$ cat src/rtl/vga_pattern_gen_if.sv
// vga_pattern_gen_if: timing inputs from hvsync plus the VGA pin/status outputs
// of the pattern generator. Clock and reset stay outside the bundle.
interface vga_pattern_gen_if;
    logic       hsync_in;
    logic       vsync_in;
    logic       display_on;
    logic [9:0] hpos;
    logic [9:0] vpos;
    logic       mode_next;
    logic       VGA_HS;
    logic       VGA_VS;
    logic [3:0] VGA_R;
    logic [3:0] VGA_G;
    logic [3:0] VGA_B;
    logic [1:0] mode;
    logic [7:0] frame_cnt;

    // Timing source / observer side
    modport master (
        output hsync_in, vsync_in, display_on, hpos, vpos, mode_next,
        input  VGA_HS, VGA_VS, VGA_R, VGA_G, VGA_B, mode, frame_cnt
    );

    // Pattern generator side
    modport slave (
        input  hsync_in, vsync_in, display_on, hpos, vpos, mode_next,
        output VGA_HS, VGA_VS, VGA_R, VGA_G, VGA_B, mode, frame_cnt
    );
endinterface

$ cat src/rtl/vga_pattern_gen.sv
// vga_pattern_gen: two-stage colour pipeline behind hvsync. Stage 1 registers
// the timing inputs and the colour-bar index, stage 2 selects the colour for the
// current mode. Syncs travel alongside so they stay aligned with RGB.
// Optional macro VGA_PAT_BORDER_EN: white 1-pixel border around the active area.
module vga_pattern_gen #(
    parameter int unsigned H_ACTIVE  = 640,
    parameter int unsigned V_ACTIVE  = 480,
    parameter bit          VS_POL    = 1'b0,
    parameter bit          HS_POL    = 1'b0,
    parameter int unsigned CHK_SHIFT = 5
) (
    input  logic             clk,
    input  logic             reset,
    vga_pattern_gen_if.slave bus
);
    localparam logic [9:0] BAR_LAST = 10'(H_ACTIVE / 8 - 1);

    typedef enum logic [1:0] {
        ModeBars,
        ModeChecker,
        ModeGradient,
        ModeSolid
    } mode_e;

    logic [9:0]  pix_cnt_q, pix_cnt_d, pix_cur;
    logic [2:0]  bar_cnt_q, bar_cnt_d, bar_cur;
    logic        vs_act, vs_act_q, frame_start;
    logic        pending_q, pending_d;
    mode_e       mode_q, mode_d;
    logic [7:0]  frame_cnt_q, frame_cnt_d;
    logic        de_q, hs_q, vs_q;
    logic [9:0]  h_q, v_q;
    logic [2:0]  bar_q;
    logic [11:0] rgb_d, rgb_q;
    logic        hs_out_q, vs_out_q;

    // Bar tracking: both counters restart on hpos==0, bar index saturates at 7
    always_comb begin
        bar_cur   = (bus.hpos == 10'd0) ? 3'd0 : bar_cnt_q;
        pix_cur   = (bus.hpos == 10'd0) ? 10'd0 : pix_cnt_q;
        pix_cnt_d = pix_cur + 10'd1;
        bar_cnt_d = bar_cur;
        if (pix_cur == BAR_LAST) begin
            pix_cnt_d = 10'd0;
            bar_cnt_d = (bar_cur == 3'd7) ? 3'd7 : bar_cur + 3'd1;
        end
    end

    // Bar counter state
    always_ff @(posedge clk or negedge reset) begin
        if (!reset) begin
            pix_cnt_q <= '0;
            bar_cnt_q <= '0;
        end else begin
            pix_cnt_q <= pix_cnt_d;
            bar_cnt_q <= bar_cnt_d;
        end
    end

    // Frame start detection and mode/frame counter next state
    always_comb begin
        vs_act      = (bus.vsync_in == VS_POL);
        frame_start = vs_act & ~vs_act_q;
        pending_d   = pending_q;
        mode_d      = mode_q;
        frame_cnt_d = frame_cnt_q;
        if (frame_start) begin
            frame_cnt_d = frame_cnt_q + 8'd1;
            if (pending_q || bus.mode_next) begin
                mode_d    = mode_e'(mode_q + 2'd1);
                pending_d = 1'b0;
            end
        end else if (bus.mode_next) begin
            // Any number of requests in one frame collapse into this one flag
            pending_d = 1'b1;
        end
    end

    // Mode and frame counter state
    always_ff @(posedge clk or negedge reset) begin
        if (!reset) begin
            vs_act_q    <= 1'b0;
            pending_q   <= 1'b0;
            mode_q      <= ModeBars;
            frame_cnt_q <= '0;
        end else begin
            vs_act_q    <= vs_act;
            pending_q   <= pending_d;
            mode_q      <= mode_d;
            frame_cnt_q <= frame_cnt_d;
        end
    end

    // Stage 1: capture timing inputs and the bar index of this pixel
    always_ff @(posedge clk or negedge reset) begin
        if (!reset) begin
            de_q  <= 1'b0;
            h_q   <= '0;
            v_q   <= '0;
            hs_q  <= ~HS_POL;
            vs_q  <= ~VS_POL;
            bar_q <= '0;
        end else begin
            de_q  <= bus.display_on;
            h_q   <= bus.hpos;
            v_q   <= bus.vpos;
            hs_q  <= bus.hsync_in;
            vs_q  <= bus.vsync_in;
            bar_q <= bar_cur;
        end
    end

    // Stage 2 colour select; mode and frame count are the live values
    always_comb begin
        rgb_d = '0;
        unique case (mode_q)
            ModeBars:     rgb_d = {{4{~bar_q[1]}}, {4{~bar_q[2]}}, {4{~bar_q[0]}}};
            ModeChecker:  rgb_d = {12{h_q[CHK_SHIFT] ^ v_q[CHK_SHIFT]}};
            ModeGradient: rgb_d = {h_q[9:6], v_q[9:6], frame_cnt_q[3:0]};
            ModeSolid:    rgb_d = {{4{frame_cnt_q[7]}}, {4{frame_cnt_q[6]}},
                                   {4{frame_cnt_q[5]}}};
        endcase
`ifdef VGA_PAT_BORDER_EN
        if (h_q == 10'd0 || h_q == 10'(H_ACTIVE - 1) ||
            v_q == 10'd0 || v_q == 10'(V_ACTIVE - 1)) begin
            rgb_d = '1;
        end
`endif
        if (!de_q) begin
            rgb_d = '0;
        end
    end

    // Stage 2 output registers
    always_ff @(posedge clk or negedge reset) begin
        if (!reset) begin
            rgb_q    <= '0;
            hs_out_q <= ~HS_POL;
            vs_out_q <= ~VS_POL;
        end else begin
            rgb_q    <= rgb_d;
            hs_out_q <= hs_q;
            vs_out_q <= vs_q;
        end
    end

    assign bus.VGA_R     = rgb_q[11:8];
    assign bus.VGA_G     = rgb_q[7:4];
    assign bus.VGA_B     = rgb_q[3:0];
    assign bus.VGA_HS    = hs_out_q;
    assign bus.VGA_VS    = vs_out_q;
    assign bus.mode      = mode_q;
    assign bus.frame_cnt = frame_cnt_q;

    // Not every position bit feeds the colour mux in every build
    logic unused_pos;
`ifdef VGA_PAT_BORDER_EN
    assign unused_pos = ^{h_q, v_q};
`else
    assign unused_pos = ^{h_q, v_q, 10'(V_ACTIVE)};
`endif
endmodule
$ cat src/flat_wrapper.sv
// flat-port wrapper written by rule: the top's interface ports become plain ports
module vga_pattern_gen_flat 
#(
    parameter int unsigned H_ACTIVE  = 640,
    parameter int unsigned V_ACTIVE  = 480,
    parameter bit          VS_POL    = 1'b0,
    parameter bit          HS_POL    = 1'b0,
    parameter int unsigned CHK_SHIFT = 5
)
  (clk, reset, bus_hsync_in, bus_vsync_in, bus_display_on, bus_hpos, bus_vpos, bus_mode_next, bus_VGA_HS, bus_VGA_VS, bus_VGA_R, bus_VGA_G, bus_VGA_B, bus_mode, bus_frame_cnt);
  vga_pattern_gen_if bus_i ();
  input  logic clk;
  input  logic reset;
  input wire logic [$bits(bus_i.hsync_in)-1:0] bus_hsync_in;
  input wire logic [$bits(bus_i.vsync_in)-1:0] bus_vsync_in;
  input wire logic [$bits(bus_i.display_on)-1:0] bus_display_on;
  input wire logic [$bits(bus_i.hpos)-1:0] bus_hpos;
  input wire logic [$bits(bus_i.vpos)-1:0] bus_vpos;
  input wire logic [$bits(bus_i.mode_next)-1:0] bus_mode_next;
  output wire logic [$bits(bus_i.VGA_HS)-1:0] bus_VGA_HS;
  output wire logic [$bits(bus_i.VGA_VS)-1:0] bus_VGA_VS;
  output wire logic [$bits(bus_i.VGA_R)-1:0] bus_VGA_R;
  output wire logic [$bits(bus_i.VGA_G)-1:0] bus_VGA_G;
  output wire logic [$bits(bus_i.VGA_B)-1:0] bus_VGA_B;
  output wire logic [$bits(bus_i.mode)-1:0] bus_mode;
  output wire logic [$bits(bus_i.frame_cnt)-1:0] bus_frame_cnt;
  assign bus_i.hsync_in = bus_hsync_in;
  assign bus_i.vsync_in = bus_vsync_in;
  assign bus_i.display_on = bus_display_on;
  assign bus_i.hpos = bus_hpos;
  assign bus_i.vpos = bus_vpos;
  assign bus_i.mode_next = bus_mode_next;
  assign bus_VGA_HS = bus_i.VGA_HS;
  assign bus_VGA_VS = bus_i.VGA_VS;
  assign bus_VGA_R = bus_i.VGA_R;
  assign bus_VGA_G = bus_i.VGA_G;
  assign bus_VGA_B = bus_i.VGA_B;
  assign bus_mode = bus_i.mode;
  assign bus_frame_cnt = bus_i.frame_cnt;
  vga_pattern_gen #(.H_ACTIVE(H_ACTIVE), .V_ACTIVE(V_ACTIVE), .VS_POL(VS_POL), .HS_POL(HS_POL), .CHK_SHIFT(CHK_SHIFT)) u_core (.clk(clk), .reset(reset), .bus(bus_i));
endmodule
$ cat config.mk
export PLATFORM = sky130hd
export DESIGN_NAME = vga_pattern_gen_flat
export DESIGN_NICKNAME = d
export VERILOG_FILES = /design/src/rtl/vga_pattern_gen_if.sv /design/src/rtl/vga_pattern_gen.sv /design/src/flat_wrapper.sv
export SDC_FILE = /design/constraint.sdc
export NUM_CORES = 1
export LEC_CHECK = 0
export ABC_AREA = 0
export BUFFER_PORTS_ARGS = -buffer_cell sky130_fd_sc_hd__buf_2
export CAP_MARGIN = 20
export CORE_ASPECT_RATIO = 1.2
export CORE_MARGIN = 5
export CORE_UTILIZATION = 57
export CTS_CLUSTER_DIAMETER = 200
export DETAILED_ROUTE_END_ITERATION = 12
export PLACE_DENSITY = 0.84
export SLEW_MARGIN = 5
export SYNTH_ARGS = -nofsm -noshare
export SYNTH_HDL_FRONTEND = slang
export SYNTH_SLANG_ARGS = --single-unit
export TNS_END_PERCENT = 50
$ cat constraint.sdc
create_clock -name clk -period 3.8 [get_ports clk]
set_clock_uncertainty 0.2 [all_clocks]
set_input_delay 0 -clock clk [delete_from_list [all_inputs] [get_ports clk]]
set_output_delay 0 -clock clk [all_outputs]
set_load 0.01 [all_outputs]
* Word level (Yosys, flattened, before mapping) *
Index checks and enable logic that the tools add are counted.

operators by class
  reductions and logical operators = 6
  equality and inequality tests = 6
  bitwise gates (word level) = 7
  multiplexer cells = 10
  add/subtract/negate cells = 4

operators by type and width
  operator                                         count
  one-hot mux 12 bit (4 select lines)              1
  2-to-1 mux 10 bit                                2
  2-to-1 mux 12 bit                                1
  adder 10 x 1 -> 10 bit (second input constant)   1
  == test 10 x 7 -> 1 bit (second input constant)  1
  logical NOT 10 bit                               1
  2-to-1 mux 3 bit                                 3
  adder 8 x 1 -> 8 bit (second input constant)     1
  NOT 1 bit                                        5
  == test 2 bit (second input constant)            2
  AND reduction 2 bit                              2
  adder 3 x 1 -> 3 bit (second input constant)     1
  == test 3 bit (second input constant)            1
  2-to-1 mux 1 bit                                 3
  adder 2 x 1 -> 2 bit (second input constant)     1
  == test 2 x 1 -> 1 bit (second input constant)   1
  logical NOT 2 bit                                1
  inequality test 2 bit (second input constant)    1
  nonzero test 2 bit                               1
  AND 1 bit                                        1
  logical OR 1 bit                                 1
  bitwise XOR 1 bit                                1

word-level totals
  input port bits = 26
  output and inout port bits = 24
  register bits = 65
  word-level logic and storage cells = 48

* Longest topological paths before layout *
  depth after elaboration = 5
  gate-level depth with buffers = 8
  depth with buffers taken out = 7

* Worst setup path after synthesis *
Ideal clock, no wire load.

  path type = input-to-reg
  from = in bus_hpos[5]
  to = reg u_core.bar_cnt_q[0]
  arrival = 1770 ps
  path buffers = 1
  path slack = 1730 ps
  library setup time = 99 ps
  stages = 8
  required time = 3501 ps
  path through = nor4_1 > nand3_1 > and2_1 > ha_1 > and4_1 > and3_1 > buf_2 > a311oi_1

between the ends
  cells in the longest elaborated chain, start to end = 5
  elaborated cells on any way between the ends = 8
  those cells by class = add/sub (1); eq/ne (2); mux (4); reduce/logical (1)

RTL lines
  what                                                   RTL line                                      text
  start, declared                                        flat_wrapper.sv:17                            input wire logic [$bits(bus_i.hpos)-1:0] bus_hpos;
  logical NOT 10 bit *                                   vga_pattern_gen.sv:39, vga_pattern_gen.sv:40
  2-to-1 mux 3 bit                                       vga_pattern_gen.sv:39                         bar_cur = (bus.hpos == 10'd0) ? 3'd0 : bar_cnt_q;
  adder 3 x 1 -> 3 bit or == test 3 bit (tied branches)  vga_pattern_gen.sv:45                         bar_cnt_d = (bar_cur == 3'd7) ? 3'd7 : bar_cur + 3'd1;
  2-to-1 mux 3 bit                                       vga_pattern_gen.sv:45
  2-to-1 mux 3 bit *                                     vga_pattern_gen.sv:43                         if (pix_cur == BAR_LAST) begin
  named net u_core.bar_cnt_d[0]                          vga_pattern_gen.sv:26                         logic [2:0] bar_cnt_q, bar_cnt_d, bar_cur;
  end signal, assigned                                   vga_pattern_gen.sv:56                         bar_cnt_q <= bar_cnt_d;
  end, declared                                          vga_pattern_gen.sv:26

The timed path passes the listed nets; every way through them passes the cells marked *.
A chain may end at the register's enable or synchronous reset.

* Final worst setup path *
  from = in bus_hpos[2]
  to = reg u_core.pix_cnt_q[2]

between the ends
  cells in the longest elaborated chain, start to end = 4
  elaborated cells on any way between the ends = 5
  those cells by class = add/sub (1); eq/ne (1); mux (2); reduce/logical (1)

RTL lines
  what                                                               RTL line                                      text
  logical NOT 10 bit *                                               vga_pattern_gen.sv:40                         pix_cur = (bus.hpos == 10'd0) ? 10'd0 : pix_cnt_q;
  2-to-1 mux 10 bit *                                                vga_pattern_gen.sv:40
  adder 10 x 1 -> 10 bit or == test 10 x 7 -> 1 bit (tied branches)  vga_pattern_gen.sv:41, vga_pattern_gen.sv:43
  2-to-1 mux 10 bit *                                                vga_pattern_gen.sv:43
  named net u_core.pix_cnt_d[2]                                      vga_pattern_gen.sv:25                         logic [9:0] pix_cnt_q, pix_cnt_d, pix_cur;
  end signal, assigned                                               vga_pattern_gen.sv:55                         pix_cnt_q <= pix_cnt_d;
  end, declared                                                      vga_pattern_gen.sv:25

Marks and branches as above.

==> summary.md <==
| Metric | Value |
|---|---|
| Clock tree from TritonCTS | `built` |
| Worst flop-to-flop path startpoint | `u_core.pix_cnt_q[1]$_DFF_PN0_` |
| Combinational power share | `29.8%` |
| Post-synthesis adder-cell area fraction | `under 10%` |
| Pin count of the biggest net entering global routing | `37` |
| I/O pin cnt | `50` |
| Vias per inst | `5.43` |
| Post-synthesis cell type count | `36` |
| Worst-case reg-to-reg path depth | `6` |
| Crit path required time | `between 3000 and 4000 ps` |
| TritonRoute pass-1 iters | `4` |
| Power share of the sequential group | `roughly half` |
| Layout cells sized above 1 | `26.1%` |
| CP endpoint kind | `flop` |
| Insertion delay to the later sink of the worst-skew pair | `310 ps` |
| Fillers | `245` |
| Port Buf Inserts | `44` |
| Yosys top cell by area | `dfrtp_1` |
| Final setup viols | `0` |
| Post-route ant nets | `0` |
| Vias in the first global route | `~1,700` |
| Die X | `~66 µm` |
| HPWL after DPL | `2.83 mm` |
| Final Max Tran Viols | `0` |
| GRT Total Usage | `20.8%` |
| Peak supply drop | `0.356 mV` |
| Net Switching | `about 0.60 mW` |
| FFs w/ async S/R, synth | `100%` |
| Routed len/inst | `15.9 µm` |
| Flop-to-flop setup slack | `1600 ps` |
| Synthesized cell area | `about 0.0022 mm²` |
| Rows | `24` |
| Worst-path fanout max | `7` |
| H-tree levels | `2` |
| Final net count | `approximately 280` |
| Number of DRC violations after detailed-routing iteration 0 | `between 100 and 150` |
| Mean Syn Cell Area | `12.1 µm²` |
| Core Area | `0.00366 mm²` |
| Slew headroom | `48.8%` |
| RSZ-0062 raised after global routing | `no` |
| Hold Crit Class | `primary input to async pin` |
| Overall Power | `1.68 mW` |
| Status | `completed` |
| Worst setup SP type | `primary input` |
| Crit-path cells | `dlygate4sd3_1 > buf_2 > nor4_1 > dlygate4sd3_1 > nand3_1 > and2_1 > ha_1 > nor2b_1 > a41oi_1 > dlygate4sd3_1 > o21ai_0` |
| Max_cap viols | `0` |
| Switching share of power | `approximately 36%` |
| P&R area growth vs syn | `26.1%` |
| Post_cts resized | `0` |
| # diodes | `0` |
| Number of flops mapped to enable cells by yosys | `0` |
| Achievable Freq | `309 MHz` |
| Crit Reg-Reg Endpoint | `u_core.pix_cnt_q[2]$_DFF_PN0_` |
| Top cells by area, synth | `dfrtp_1, dfstp_2, ha_1` |
| Post-synthesis xor/xnor area fraction | `4.43%` |
| Clk root buf | `clkbuf_8` |
| CP most frequent cell | `dlygate4sd3_1` |
| Final Util | `74.9%` |
| Multi-input gate area | `761 µm²` |
| Most frequent cell after synthesis | `dfrtp_1` |
| Worst Path Arrival | `3220 ps` |
| TritonCTS Buffers | `5` |
| Yosys warnings | `0` |
| Compound-Gate Fraction of Synth Area | `10.8%` |
| Synth cell count leaders | `dfrtp_1, nand2_1, a21oi_1` |
| Sequential area share after synthesis | `63.5%` |
| Die area | `between 0.005 and 0.006 mm²` |
| Vias | `1,633` |
| Sink Count | `55` |
| Synth top area share | `approximately 59%` |
| Main flop type after synthesis | `dfrtp_1` |
| Hold Vio Cnt, Final | `0` |
| CP max-delay cell | `dlygate4sd3_1` |
| Minimum clock period | `3240 ps` |
| CP startpoint | `bus_hpos[2]` |
| Post-synthesis mux area share | `1.04%` |
| Storage cell area | `0.00138 mm²` |
| Post-Syn Nets | `approximately 210` |
| Die Y | `77.7 µm` |
| Post-route clock period utilization | `85.2%` |
| Largest family of logic cells by synthesized area | `simple AND/OR/NAND/NOR gates` |
| Setup TNS | `0 ps` |
| # DRC | `0` |
| First-pass GRT wire length | `8.12 mm` |
| PwrDens | `between 600 and 700 mW/mm²` |
| Seq cells post-synth | `55` |
| CP Class | `primary input to flop` |
| Placed cell count | `273` |
| Leakage | `1.28 nW` |
| Layout Cells excl Fill | `301` |
| Initial antenna violation count | `0` |
| Clock group share of total power | `between 10% and 20%` |
| Gpl congestion | `0.828` |
| Simple logic cell fraction of the synthesized area | `14.7%` |
| Total grt overflow | `0` |
| Final wirelength | `around 4.8 mm` |
| Int Pwr | `1.08 mW` |
| Starting Density | `59.4%` |
| Worst-Margin Slew | `between 700 and 800 ps` |
| Syn Inst Count | `179` |
| Clock Path Buffers | `2` |
| Clock transition at path regs | `100 ps` |
| Slowest cell delay on critical path | `620 ps` |
cells by family (layout without fill, tap and decap cells):
group           count (synthesis)  count (layout)
compound gates                 36              36
flops                          55              55
fa+ha+maj                       7               7
xor+xnor                       11              11
mux                             2               2
simple gates                   60              60
buf+inv                         8              78
through the flow:
| stage | cell area, µm² | hold WS [ps] | setup WS (ps) |
|---|---|---|---|
| after floorplan | 2170 | -496 | 1730 |
| after global placement | 2450 | -250 | 1340 |
| after detailed placement | 2450 | -243 | 1300 |
| after CTS | 2740 | 18.0 | 657 |
| after global routing | 2740 | 34.6 | 321 |
| final | 2740 | 24.9 | 562 |
cell type report:
class	count	area share (%)
well taps	52	2.37
clock buffers	5	2.51
flip-flops and latches	55	50.4
inverters	5	0.684
multi-input cells	116	27.7
repair buffers	65	15.6
clock inverters	3	0.730
critical path: cells and delay by family:
kind                     cells  cell delay, ps
buffers and inverters        4            1880
AND/OR/NAND/NOR              4             800
AO/OA/AOI/OAI                2             280
adder cells (fa/ha/maj)      1             270
sequential cells by signal, summed over array words and instances, names as in the netlist, 2 cells and up:
signal,count
u_core.rgb_q,12
u_core.pix_cnt_q,10
u_core.bus.frame_cnt,8
u_core.h_q,5
u_core.v_q,5
u_core.bar_cnt_q,3
u_core.bar_q,3
u_core.bus.mode,2
cells in the final DEF (no fill, tap or decap), types with 7 or more instances in the layout:
cell,n
dfrtp_1,51
buf_2,44
nand2_1,22
dlygate4sd3_1,20
a21oi_1,14
xnor2_1,8
ha_1,7
per-layer routing:
metal	part of all wire [%]	global-route usage, %	wire length [µm]	up-vias
met1	39	24.4	1870	790
met3	5.1	4.91	246	9
met2	53	36.3	2570	58
met4	2.4	7.93	115	0
met5	0	0	0	-
li1	-	-	-	776
repair_timing:
item                      4_1_cts  5_1_grt
hold buffers                   20        0
buffers inserted                0        0
hold endpoints to repair       79        0
worst max path at each step:
stage	end	slack, ps	cells past startpoint
final	u_core.pix_cnt_q[2]$_DFF_PN0_	560	11
after global routing	u_core.pix_cnt_q[2]$_DFF_PN0_	320	11
after floorplan	u_core.bar_cnt_q[0]$_DFF_PN0_	1730	8
after global placement	u_core.bar_cnt_q[0]$_DFF_PN0_	1340	8
after CTS	u_core.pix_cnt_q[2]$_DFF_PN0_	660	11
after detailed placement	u_core.bar_cnt_q[0]$_DFF_PN0_	1300	8
power groups by stage:
stage | combinational [mW] | clock, mW | sequential [mW]
finish | 0.502 | 0.316 | 0.866
global route | 0.560 | 0.354 | 0.890
CTS | 0.493 | 0.319 | 0.862
detailed placement | 0.472 | 0 | 0.873
global placement | 0.450 | 0 | 0.870
floorplan | 0.246 | 0 | 0.901
No activity file was read; power rests on OpenSTA's default activity.
